--- src/rtl/decode_ctrl_pipe_if.sv ---
// Fetch-to-execute bus for decode_ctrl_pipe: instruction handshake in, decoded control out.
interface decode_ctrl_pipe_if #(
  parameter int WORD_WIDTH   = 32,
  parameter int ALU_OP_WIDTH = 4
);
  logic                    flush_i;
  logic [WORD_WIDTH-1:0]   instr_i;
  logic                    instr_valid_i;
  logic                    instr_ready_o;
  logic                    dec_valid_o;
  logic                    dec_ready_i;
  logic [ALU_OP_WIDTH-1:0] alu_op_ctrl_o;
  logic                    neg_mux_ctrl_o;
  logic                    imm_sel_o;
  logic [WORD_WIDTH-1:0]   imm_o;
  logic [4:0]              rs1_addr_o;
  logic [4:0]              rs2_addr_o;
  logic [4:0]              rd_addr_o;
  logic                    regwrite_en_o;
  logic                    illegal_instr_o;

  modport slave (
    input  flush_i, instr_i, instr_valid_i, dec_ready_i,
    output instr_ready_o, dec_valid_o, alu_op_ctrl_o, neg_mux_ctrl_o, imm_sel_o,
           imm_o, rs1_addr_o, rs2_addr_o, rd_addr_o, regwrite_en_o, illegal_instr_o
  );

  modport master (
    output flush_i, instr_i, instr_valid_i, dec_ready_i,
    input  instr_ready_o, dec_valid_o, alu_op_ctrl_o, neg_mux_ctrl_o, imm_sel_o,
           imm_o, rs1_addr_o, rs2_addr_o, rd_addr_o, regwrite_en_o, illegal_instr_o
  );
endinterface

--- src/rtl/decode_ctrl_pipe.sv ---
// Registered RV32I OP/OP-IMM/LUI decoder with valid/ready output stage and flush.
// Optional macro MUL_EXT_EN adds MUL decode plus a multi-cycle busy stall.
module decode_ctrl_pipe #(
  parameter int WORD_WIDTH   = 32,
  parameter int ALU_OP_WIDTH = 4,
  parameter int MUL_LATENCY  = 3
) (
  input logic               clk_i,
  input logic               rst_ni,
  decode_ctrl_pipe_if.slave bus
);

  if (WORD_WIDTH != 32) begin : g_bad_width
    $error("decode_ctrl_pipe: WORD_WIDTH must be 32");
  end
  if (MUL_LATENCY < 1 || MUL_LATENCY > 15) begin : g_bad_latency
    $error("decode_ctrl_pipe: MUL_LATENCY must be in 1..15");
  end

  localparam logic [ALU_OP_WIDTH-1:0] ALU_ADD  = ALU_OP_WIDTH'(0);
  localparam logic [ALU_OP_WIDTH-1:0] ALU_SUB  = ALU_OP_WIDTH'(1);
  localparam logic [ALU_OP_WIDTH-1:0] ALU_XOR  = ALU_OP_WIDTH'(2);
  localparam logic [ALU_OP_WIDTH-1:0] ALU_OR   = ALU_OP_WIDTH'(3);
  localparam logic [ALU_OP_WIDTH-1:0] ALU_AND  = ALU_OP_WIDTH'(4);
  localparam logic [ALU_OP_WIDTH-1:0] ALU_SLL  = ALU_OP_WIDTH'(5);
  localparam logic [ALU_OP_WIDTH-1:0] ALU_SRL  = ALU_OP_WIDTH'(6);
  localparam logic [ALU_OP_WIDTH-1:0] ALU_SRA  = ALU_OP_WIDTH'(7);
  localparam logic [ALU_OP_WIDTH-1:0] ALU_SLT  = ALU_OP_WIDTH'(8);
  localparam logic [ALU_OP_WIDTH-1:0] ALU_SLTU = ALU_OP_WIDTH'(9);
`ifdef MUL_EXT_EN
  localparam logic [ALU_OP_WIDTH-1:0] ALU_MUL  = ALU_OP_WIDTH'(10);
`endif

  localparam logic [6:0] OPC_OP     = 7'b0110011;
  localparam logic [6:0] OPC_OP_IMM = 7'b0010011;
  localparam logic [6:0] OPC_LUI    = 7'b0110111;

  logic [6:0] opcode;
  logic [2:0] funct3;
  logic [6:0] funct7;
  logic [4:0] rd_field;

  assign opcode   = bus.instr_i[6:0];
  assign rd_field = bus.instr_i[11:7];
  assign funct3   = bus.instr_i[14:12];
  assign funct7   = bus.instr_i[31:25];

  logic [ALU_OP_WIDTH-1:0] alu_op_next;
  logic                    neg_mux_next;
  logic                    imm_sel_next;
  logic [WORD_WIDTH-1:0]   imm_next;
  logic [4:0]              rs1_next;
  logic                    regwrite_next;
  logic                    illegal_next;
  logic                    is_mul_next;

  always_comb begin
    alu_op_next   = ALU_ADD;
    neg_mux_next  = 1'b0;
    imm_sel_next  = 1'b0;
    imm_next      = {{20{bus.instr_i[31]}}, bus.instr_i[31:20]};
    rs1_next      = bus.instr_i[19:15];
    illegal_next  = 1'b0;
    is_mul_next   = 1'b0;
    regwrite_next = 1'b0;

    case (opcode)
      OPC_OP: begin
        case (funct7)
          7'b0000000: begin
            case (funct3)
              3'b000:  alu_op_next = ALU_ADD;
              3'b001:  alu_op_next = ALU_SLL;
              3'b010:  alu_op_next = ALU_SLT;
              3'b011:  alu_op_next = ALU_SLTU;
              3'b100:  alu_op_next = ALU_XOR;
              3'b101:  alu_op_next = ALU_SRL;
              3'b110:  alu_op_next = ALU_OR;
              default: alu_op_next = ALU_AND;
            endcase
          end
          7'b0100000: begin
            if (funct3 == 3'b000) begin
              alu_op_next  = ALU_SUB;
              neg_mux_next = 1'b1;
            end else if (funct3 == 3'b101) begin
              alu_op_next = ALU_SRA;
            end else begin
              illegal_next = 1'b1;
            end
          end
`ifdef MUL_EXT_EN
          7'b0000001: begin
            if (funct3 == 3'b000) begin
              alu_op_next = ALU_MUL;
              is_mul_next = 1'b1;
            end else begin
              illegal_next = 1'b1;
            end
          end
`endif
          default: illegal_next = 1'b1;
        endcase
      end
      OPC_OP_IMM: begin
        imm_sel_next = 1'b1;
        case (funct3)
          3'b000: alu_op_next = ALU_ADD;
          3'b010: alu_op_next = ALU_SLT;
          3'b011: alu_op_next = ALU_SLTU;
          3'b100: alu_op_next = ALU_XOR;
          3'b110: alu_op_next = ALU_OR;
          3'b111: alu_op_next = ALU_AND;
          3'b001: begin
            if (funct7 == 7'b0000000) alu_op_next = ALU_SLL;
            else                      illegal_next = 1'b1;
          end
          default: begin
            // funct3=101: the shamt field's upper bits pick SRLI vs SRAI
            if (funct7 == 7'b0000000)      alu_op_next = ALU_SRL;
            else if (funct7 == 7'b0100000) alu_op_next = ALU_SRA;
            else                           illegal_next = 1'b1;
          end
        endcase
      end
      OPC_LUI: begin
        imm_sel_next = 1'b1;
        rs1_next     = 5'd0;
        imm_next     = {bus.instr_i[31:12], 12'b0};
      end
      default: illegal_next = 1'b1;
    endcase

    if (illegal_next) begin
      alu_op_next  = ALU_ADD;
      neg_mux_next = 1'b0;
      is_mul_next  = 1'b0;
    end
    regwrite_next = !illegal_next && (rd_field != 5'd0);
  end

  logic                    dec_valid_reg;
  logic [ALU_OP_WIDTH-1:0] alu_op_reg;
  logic                    neg_mux_reg;
  logic                    imm_sel_reg;
  logic [WORD_WIDTH-1:0]   imm_reg;
  logic [4:0]              rs1_reg;
  logic [4:0]              rs2_reg;
  logic [4:0]              rd_reg;
  logic                    regwrite_reg;
  logic                    illegal_reg;
  logic                    busy_free;
  logic                    instr_ready;
  logic                    accept;

  // Ready is gated by rst_ni so it reads 0 throughout reset, not just after an edge.
  assign instr_ready = rst_ni && (!dec_valid_reg || bus.dec_ready_i) && busy_free;
  assign accept      = bus.instr_valid_i && instr_ready;

  always_ff @(posedge clk_i or negedge rst_ni) begin
    if (!rst_ni) begin
      dec_valid_reg <= 1'b0;
      alu_op_reg    <= '0;
      neg_mux_reg   <= 1'b0;
      imm_sel_reg   <= 1'b0;
      imm_reg       <= '0;
      rs1_reg       <= 5'd0;
      rs2_reg       <= 5'd0;
      rd_reg        <= 5'd0;
      regwrite_reg  <= 1'b0;
      illegal_reg   <= 1'b0;
    end else if (bus.flush_i) begin
      dec_valid_reg <= 1'b0;
    end else if (accept) begin
      dec_valid_reg <= 1'b1;
      alu_op_reg    <= alu_op_next;
      neg_mux_reg   <= neg_mux_next;
      imm_sel_reg   <= imm_sel_next;
      imm_reg       <= imm_next;
      rs1_reg       <= rs1_next;
      rs2_reg       <= bus.instr_i[24:20];
      rd_reg        <= rd_field;
      regwrite_reg  <= regwrite_next;
      illegal_reg   <= illegal_next;
    end else if (bus.dec_ready_i) begin
      dec_valid_reg <= 1'b0;
    end
  end

`ifdef MUL_EXT_EN
  logic [3:0] busy_cnt_reg;

  always_ff @(posedge clk_i or negedge rst_ni) begin
    if (!rst_ni) begin
      busy_cnt_reg <= 4'd0;
    end else if (bus.flush_i) begin
      busy_cnt_reg <= 4'd0;
    end else if (accept && is_mul_next) begin
      busy_cnt_reg <= 4'(MUL_LATENCY - 1);
    end else if (busy_cnt_reg != 4'd0) begin
      busy_cnt_reg <= busy_cnt_reg - 4'd1;
    end
  end

  assign busy_free = (busy_cnt_reg == 4'd0);
`else
  logic unused_is_mul;
  assign unused_is_mul = is_mul_next;
  assign busy_free     = 1'b1;
`endif

  assign bus.instr_ready_o   = instr_ready;
  assign bus.dec_valid_o     = dec_valid_reg;
  assign bus.alu_op_ctrl_o   = alu_op_reg;
  assign bus.neg_mux_ctrl_o  = neg_mux_reg;
  assign bus.imm_sel_o       = imm_sel_reg;
  assign bus.imm_o           = imm_reg;
  assign bus.rs1_addr_o      = rs1_reg;
  assign bus.rs2_addr_o      = rs2_reg;
  assign bus.rd_addr_o       = rd_reg;
  assign bus.regwrite_en_o   = regwrite_reg;
  assign bus.illegal_instr_o = illegal_reg;

endmodule

--- src/flat_wrapper.sv ---
// flat-port wrapper written by rule: the top's interface ports become plain ports
module decode_ctrl_pipe_flat 
#(
  parameter int WORD_WIDTH   = 32,
  parameter int ALU_OP_WIDTH = 4,
  parameter int MUL_LATENCY  = 3
)
  (clk_i, rst_ni, bus_flush_i, bus_instr_i, bus_instr_valid_i, bus_dec_ready_i, bus_instr_ready_o, bus_dec_valid_o, bus_alu_op_ctrl_o, bus_neg_mux_ctrl_o, bus_imm_sel_o, bus_imm_o, bus_rs1_addr_o, bus_rs2_addr_o, bus_rd_addr_o, bus_regwrite_en_o, bus_illegal_instr_o);
  decode_ctrl_pipe_if #(.WORD_WIDTH(WORD_WIDTH), .ALU_OP_WIDTH(ALU_OP_WIDTH)) bus_i ();
  input logic clk_i;
  input logic rst_ni;
  input wire logic [$bits(bus_i.flush_i)-1:0] bus_flush_i;
  input wire logic [$bits(bus_i.instr_i)-1:0] bus_instr_i;
  input wire logic [$bits(bus_i.instr_valid_i)-1:0] bus_instr_valid_i;
  input wire logic [$bits(bus_i.dec_ready_i)-1:0] bus_dec_ready_i;
  output wire logic [$bits(bus_i.instr_ready_o)-1:0] bus_instr_ready_o;
  output wire logic [$bits(bus_i.dec_valid_o)-1:0] bus_dec_valid_o;
  output wire logic [$bits(bus_i.alu_op_ctrl_o)-1:0] bus_alu_op_ctrl_o;
  output wire logic [$bits(bus_i.neg_mux_ctrl_o)-1:0] bus_neg_mux_ctrl_o;
  output wire logic [$bits(bus_i.imm_sel_o)-1:0] bus_imm_sel_o;
  output wire logic [$bits(bus_i.imm_o)-1:0] bus_imm_o;
  output wire logic [$bits(bus_i.rs1_addr_o)-1:0] bus_rs1_addr_o;
  output wire logic [$bits(bus_i.rs2_addr_o)-1:0] bus_rs2_addr_o;
  output wire logic [$bits(bus_i.rd_addr_o)-1:0] bus_rd_addr_o;
  output wire logic [$bits(bus_i.regwrite_en_o)-1:0] bus_regwrite_en_o;
  output wire logic [$bits(bus_i.illegal_instr_o)-1:0] bus_illegal_instr_o;
  assign bus_i.flush_i = bus_flush_i;
  assign bus_i.instr_i = bus_instr_i;
  assign bus_i.instr_valid_i = bus_instr_valid_i;
  assign bus_i.dec_ready_i = bus_dec_ready_i;
  assign bus_instr_ready_o = bus_i.instr_ready_o;
  assign bus_dec_valid_o = bus_i.dec_valid_o;
  assign bus_alu_op_ctrl_o = bus_i.alu_op_ctrl_o;
  assign bus_neg_mux_ctrl_o = bus_i.neg_mux_ctrl_o;
  assign bus_imm_sel_o = bus_i.imm_sel_o;
  assign bus_imm_o = bus_i.imm_o;
  assign bus_rs1_addr_o = bus_i.rs1_addr_o;
  assign bus_rs2_addr_o = bus_i.rs2_addr_o;
  assign bus_rd_addr_o = bus_i.rd_addr_o;
  assign bus_regwrite_en_o = bus_i.regwrite_en_o;
  assign bus_illegal_instr_o = bus_i.illegal_instr_o;
  decode_ctrl_pipe #(.WORD_WIDTH(WORD_WIDTH), .ALU_OP_WIDTH(ALU_OP_WIDTH), .MUL_LATENCY(MUL_LATENCY)) u_core (.clk_i(clk_i), .rst_ni(rst_ni), .bus(bus_i));
endmodule
--- config.mk ---
export PLATFORM = sky130hd
export DESIGN_NAME = decode_ctrl_pipe_flat
export DESIGN_NICKNAME = d
export VERILOG_FILES = /design/src/rtl/decode_ctrl_pipe_if.sv /design/src/rtl/decode_ctrl_pipe.sv /design/src/flat_wrapper.sv
export SDC_FILE = /design/constraint.sdc
export NUM_CORES = 1
export LEC_CHECK = 0
export CAP_MARGIN = 20
export CELL_PAD_IN_SITES_DETAIL_PLACEMENT = 0
export CELL_PAD_IN_SITES_GLOBAL_PLACEMENT = 1
export CORE_AREA = 5 5 110 91
export DETAILED_ROUTE_END_ITERATION = 7
export DIE_AREA = 0 0 115 96
export HOLD_SLACK_MARGIN = 0.06
export PLACE_DENSITY_LB_ADDON = 0.1
export RECOVER_POWER = 25
export SLEW_MARGIN = 20
export SYNTH_ARGS = -nofsm -noshare
export SYNTH_HDL_FRONTEND = slang
export SYNTH_SLANG_ARGS = --single-unit
--- constraint.sdc ---
create_clock -name clk_i -period 1.58 [get_ports clk_i]
set_input_delay 0.474 -clock clk_i [delete_from_list [all_inputs] [get_ports clk_i]]
set_output_delay 0.474 -clock clk_i [all_outputs]
set_load 0.01 [all_outputs]
Word level (Yosys, flattened, before mapping). Index checks and enable logic that the tools add are counted. W data, S select, Z words.

Bits in registers: 56. Input bits: 37. Output and inout bits: 57. Word-level logic and storage cells: 63.

Eq/ne operators: 11. Muxes and demuxes: 28. Bitwise gates (word level): 1. Reduce and logical (&&, ||, !) cells: 13.

Operators by type and width (count): $pmux W4 S7 (2); $mux W31 (1); $eq A7 B6 Y1 const B (3); $pmux W4 S2 (2); $mux W1 (13); $eq A3 B3 Y1 const B (4); $mux W4 (3); $mux W3 (3); $eq A7 B5 Y1 const B (1); $logic_not A7 Y1 (1); $eq A3 B2 Y1 const B (2); $reduce_or A6 Y1 (1); $mux W5 (1); $reduce_bool A5 Y1 (1); $pmux W1 S2 (2); $eq A3 B1 Y1 const B (1); $logic_and A1 B1 Y1 (3); $logic_not A3 Y1 (1); $pmux W1 S3 (1); $reduce_bool A3 Y1 (1); $logic_not A1 Y1 (2); $reduce_and A2 Y1 (1); $reduce_or A2 Y1 (1); $logic_or A1 B1 Y1 (1); $not A1 Y1 (1).

Longest topological paths before layout. Gate-level depths: netlist (run 1).

Depth in word-level cells: 7. Mapped depth: 7.

Least setup slack after synthesis (run 1). No wires, ideal clock.

Path kind: input-to-reg. Start point: input port bus_dec_ready_i. End point: register u_core.dec_valid_reg (netlist: u_core.bus.dec_valid_o). Library setup time: 0.130 ns. Arrival: 1.443 ns. Data required time: 1.450 ns. Slack: 0.007 ns. Cell stages on the path: 6. Buffers on the path: 2. Cell sequence: nand2b_1 -> and2_1 -> nand3b_2 -> buf_2 -> buf_2 -> o21ai_0.

Word-level cells in the longest chain between the ends: 5.

Ends and longest elaborated chain: start: declaration (line flat_wrapper.sv:15) `input wire logic [$bits(bus_i.dec_ready_i)-1:0] bus_dec_ready_i;`; $logic_or A1 B1 Y1 (*) (line decode_ctrl_pipe.sv:157) `assign instr_ready = rst_ni && (!dec_valid_reg || bus.dec_ready_i) && busy_free;`; $logic_and A1 B1 Y1 (*) (line decode_ctrl_pipe.sv:157); named net bus_instr_ready_o (line flat_wrapper.sv:16) `output wire logic [$bits(bus_i.instr_ready_o)-1:0] bus_instr_ready_o;`; $logic_and A1 B1 Y1 (*) (line decode_ctrl_pipe.sv:158) `assign accept = bus.instr_valid_i && instr_ready;`; $mux W1 (line decode_ctrl_pipe.sv:174) `end else if (accept) begin`; $mux W1 (line decode_ctrl_pipe.sv:172) `end else if (bus.flush_i) begin`; end signal: assignment (line decode_ctrl_pipe.sv:162) `dec_valid_reg <= 1'b0;`; end signal: assignment (line decode_ctrl_pipe.sv:173) `dec_valid_reg <= 1'b0;`; end signal: assignment (line decode_ctrl_pipe.sv:175) `dec_valid_reg <= 1'b1;`; end: declaration (line decode_ctrl_pipe.sv:142) `logic dec_valid_reg;`.

The timed path passes the listed nets; every way through them passes the cells marked *. A chain may end at the register's enable or synchronous reset.

Worst setup path after layout (run 1).
Start point: register u_core.dec_valid_reg (netlist: u_core.bus.dec_valid_o). End point: output port bus_instr_ready_o.

Word-level cells in the longest chain between the ends: 3.

Ends and longest elaborated chain (line): $logic_not A1 Y1 (decode_ctrl_pipe.sv:157); $logic_or A1 B1 Y1 (decode_ctrl_pipe.sv:157); $logic_and A1 B1 Y1 (decode_ctrl_pipe.sv:157); end: declaration (flat_wrapper.sv:16).

Every way passes these cells.

==> impl_metrics.json, run 1 <==
{
  "status": "completed",
  "synth.yosys.seq_area_share_pct": 54.42,
  "io_pins": 94,
  "post_drt_via_cell_ratio": 4.661,
  "clk_latency_ps": 300,
  "syn_area_um2": 2575,
  "final_nets": 459,
  "ctsLongestPathBuffers": 2,
  "p_switching_uw": 1051,
  "drive_above_1_share_pct": 22.75,
  "top_layer_used": "met4",
  "vias": 2503,
  "wl_per_cell_um": 15.17,
  "synthFlopType": "dfrtp_1",
  "portBuffers": 93,
  "p_int_uw": 2431,
  "cts.sinks": 56,
  "grt_setup_unrepaired": "no",
  "antenna_found_initial": 0,
  "fillCellCount": 898,
  "synth_seq_cells": 56,
  "reg2reg_depth": 8,
  "first_pass_iters": 5,
  "core_area_um2": 8843,
  "slowest_delay_ps": 410,
  "initial_utilization_pct": 29.12,
  "worstSetupPathType": "reg -> out",
  "cts-root-buf": "clkbuf_8",
  "max_freq_mhz": 664.8,
  "place_congestion": 0.8727,
  "routed_wl_um": 8145,
  "synth-edff-count": 0,
  "drc_errors": 0,
  "grt_usage_pct": 14.77,
  "path_cells": "nand2b_4 -> and2_4 -> buf_6",
  "fin_crit_sh_pct": 95.20,
  "avgSynthCellArea_um2": 8.879,
  "ys_warn_count": 0,
  "grt_first_pass_wirelength_um": 12980,
  "hold_path.class": "in -> async",
  "ant_nets": 0,
  "path_buf_inv": 1,
  "dieArea_um2": 11040,
  "final_core_util_pct": 47.67,
  "crit_family": "flip-flops",
  "cts_made_buffers": 5,
  "cp_max_fo": 2,
  "p_leak_uw": 0.002099,
  "drv_slew": 0,
  "cp_data_arrival_time_ps": 1030,
  "reg2reg_slack_ps": 120,
  "synth.distinct_cells": 41,
  "relSlewSlack_pct": 46.57,
  "dr_wl_met3_um": 555,
  "p_sw_share_pct": 30.18,
  "synth-async-reset-ratio_pct": 100.0,
  "hold_buffers": 0,
  "grt_pass1_vias": 2504,
  "die_h_um": 96,
  "ir_drop_uv": 370.8,
  "synthCells": 290,
  "overflow": 0,
  "power_density_nw_per_um2": 825.9,
  "final.min_clock_period_ps": 1504,
  "maxCapViolCount": 0,
  "drtIter0Drc": 143,
  "critPathRequiredTime_ps": 1110,
  "cts.clk_slew.worst_paths_ps": 100,
  "rows": 31,
  "areaGrowthSynthToFinish_pct": 63.70,
  "cp-start-kind": "register",
  "setup_viol": 0,
  "num_antenna_cells": 0,
  "slowest_stage": "dfrtp_1",
  "endpoint_kind": "output pin",
  "finalHoldViolCount": 0,
  "comb_power_share_pct": 28.0,
  "worst_slew_pin_slew_ps": 801.5,
  "finalSetupTns_ps": 0,
  "dieWidth_um": 115,
  "m1WireLength_um": 3985,
  "grt_max_degree": 57,
  "cts_tree": "yes",
  "htreeDepth": 2,
  "clkPwrFrac_pct": 21.8,
  "fin_skew_ps": 4.572,
  "power_frac_seq_pct": 50.3,
  "hpwl_um": 5618,
  "path_depth": 3,
  "syn_nets": 327,
  "wl_met2_um": 3574
}
## stage by stage
step	power [uW]	area, um2	setup slack (ps)	hold slack (ps)	std cells
final	3481	4215	75.78	400.7	537
after global routing	3719	4215	8.553	490.7	537
after detailed placement	2892	3996	-705.0	459.8	526
after floorplan	2149	2575	7.388	178.4	290
after CTS	3534	4110	-20.65	360.3	536
after global placement	2883	3996	-651.8	459.6	526
## final timing paths
path | from | endpoint
setup / recovery | u_core.bus.dec_valid_o$_DFFE_PN0P_ | bus_instr_ready_o
hold / removal | rst_ni | u_core.bus.dec_valid_o$_DFFE_PN0P_
setup reg to reg | u_core.bus.dec_valid_o$_DFFE_PN0P_ | u_core.bus.rs1_addr_o[1]$_DFFE_PN0P_
hold reg to reg | u_core.bus.imm_sel_o$_DFFE_PN0P_ | u_core.bus.imm_sel_o$_DFFE_PN0P_
max in group asynchronous | rst_ni | u_core.bus.imm_o[21]$_DFFE_PN0P_
min in group clk_i | u_core.bus.imm_sel_o$_DFFE_PN0P_ | u_core.bus.imm_sel_o$_DFFE_PN0P_
## sequential cells by signal, indices dropped and copies added, names as in the netlist, 4 cells and up
name and flops:
u_core.bus.alu_op_ctrl_o 4, u_core.bus.imm_o 32, u_core.bus.rd_addr_o 5, u_core.bus.rs2_addr_o 5
u_core.bus.rs1_addr_o 5
## power by group through the flow
stage                     clock network (uW)  logic [uW]  registers (uW)
final                                    758         974            1750
after global routing                     859        1080            1780
after CTS                                805         974            1760
after detailed placement                   0        1100            1790
after global placement                     0        1100            1790
after floorplan                            0         270            1880
## cells in the final DEF, fill, tap and decap left out, types with 5 or more instances in the layout
| master | count |
|---|---|
| o21ai_0 | 10 |
| clkdlybuf4s50_1 | 17 |
| a21oi_1 | 19 |
| nor2_1 | 5 |
| nand2_1 | 92 |
| buf_6 | 7 |
| buf_12 | 7 |
| buf_4 | 38 |
| dfrtp_1 | 56 |
| dlygate4sd2_1 | 64 |
| clkbuf_8 | 5 |
| o21ai_1 | 31 |
## cell usage after synthesis (all sizes together) (3+ instances only)
| cell | count | area, um2 |
|---|---|---|
| buf | 14 | 80.07 |
| nand2 | 94 | 352.8 |
| nand3 | 6 | 30.03 |
| dfrtp | 56 | 1401 |
| nor3 | 3 | 26.28 |
| nand2b | 7 | 51.30 |
| and2 | 3 | 18.77 |
| o21ai | 41 | 205.2 |
| clkbuf | 8 | 30.03 |
| o31ai | 3 | 27.52 |
| a21oi | 20 | 100.1 |
| a31oi | 3 | 18.77 |
| nor2 | 9 | 33.78 |
## logic make-up (layout without fill, tap and decap cells)
kind of cell    Yosys count  after routing  share of synthesized area (%)
flops                    56             56                          54.42
xor+xnor                  1              1                         0.3402
simple gates            132            132                          23.47
compound gates           77             77                          17.20
buf+inv                  24            156                          4.567
## repair_timing
item                       CTS  global route
pin swaps                   10            13
hold endpoints to repair     0             0
gates resized for setup     99            28
cloned                       1             1
setup buffers                2             1
setup endpoints to repair  113            38
## metal layers
layer,vias up,global-route usage [%]
li1,1239,-
met1,1194,21.25
met2,68,22.40
met3,2,4.148
met4,0,2.639
met5,-,0
## area by class of cell
| class | instances | area (um2) | area share [%] |
|---|---|---|---|
| clock buffers | 5 | 68.82 | 1.633 |
| flip-flops and latches | 56 | 1401 | 33.24 |
| clock inverters | 2 | 12.51 | 0.2968 |
| inverters | 2 | 7.507 | 0.1781 |
| well taps | 115 | 143.9 | 3.413 |
| multi-input cells | 210 | 1192 | 28.29 |
| repair buffers | 147 | 1389 | 32.95 |
Power figures use the tool's default switching activity.
==> inputs of run 2 (changes only) <==
CTS_CLUSTER_DIAMETER = 30   (was default)
==> results of run 2 <==
Same layout as run 1: the final DEF is identical, and so are final timing and power.
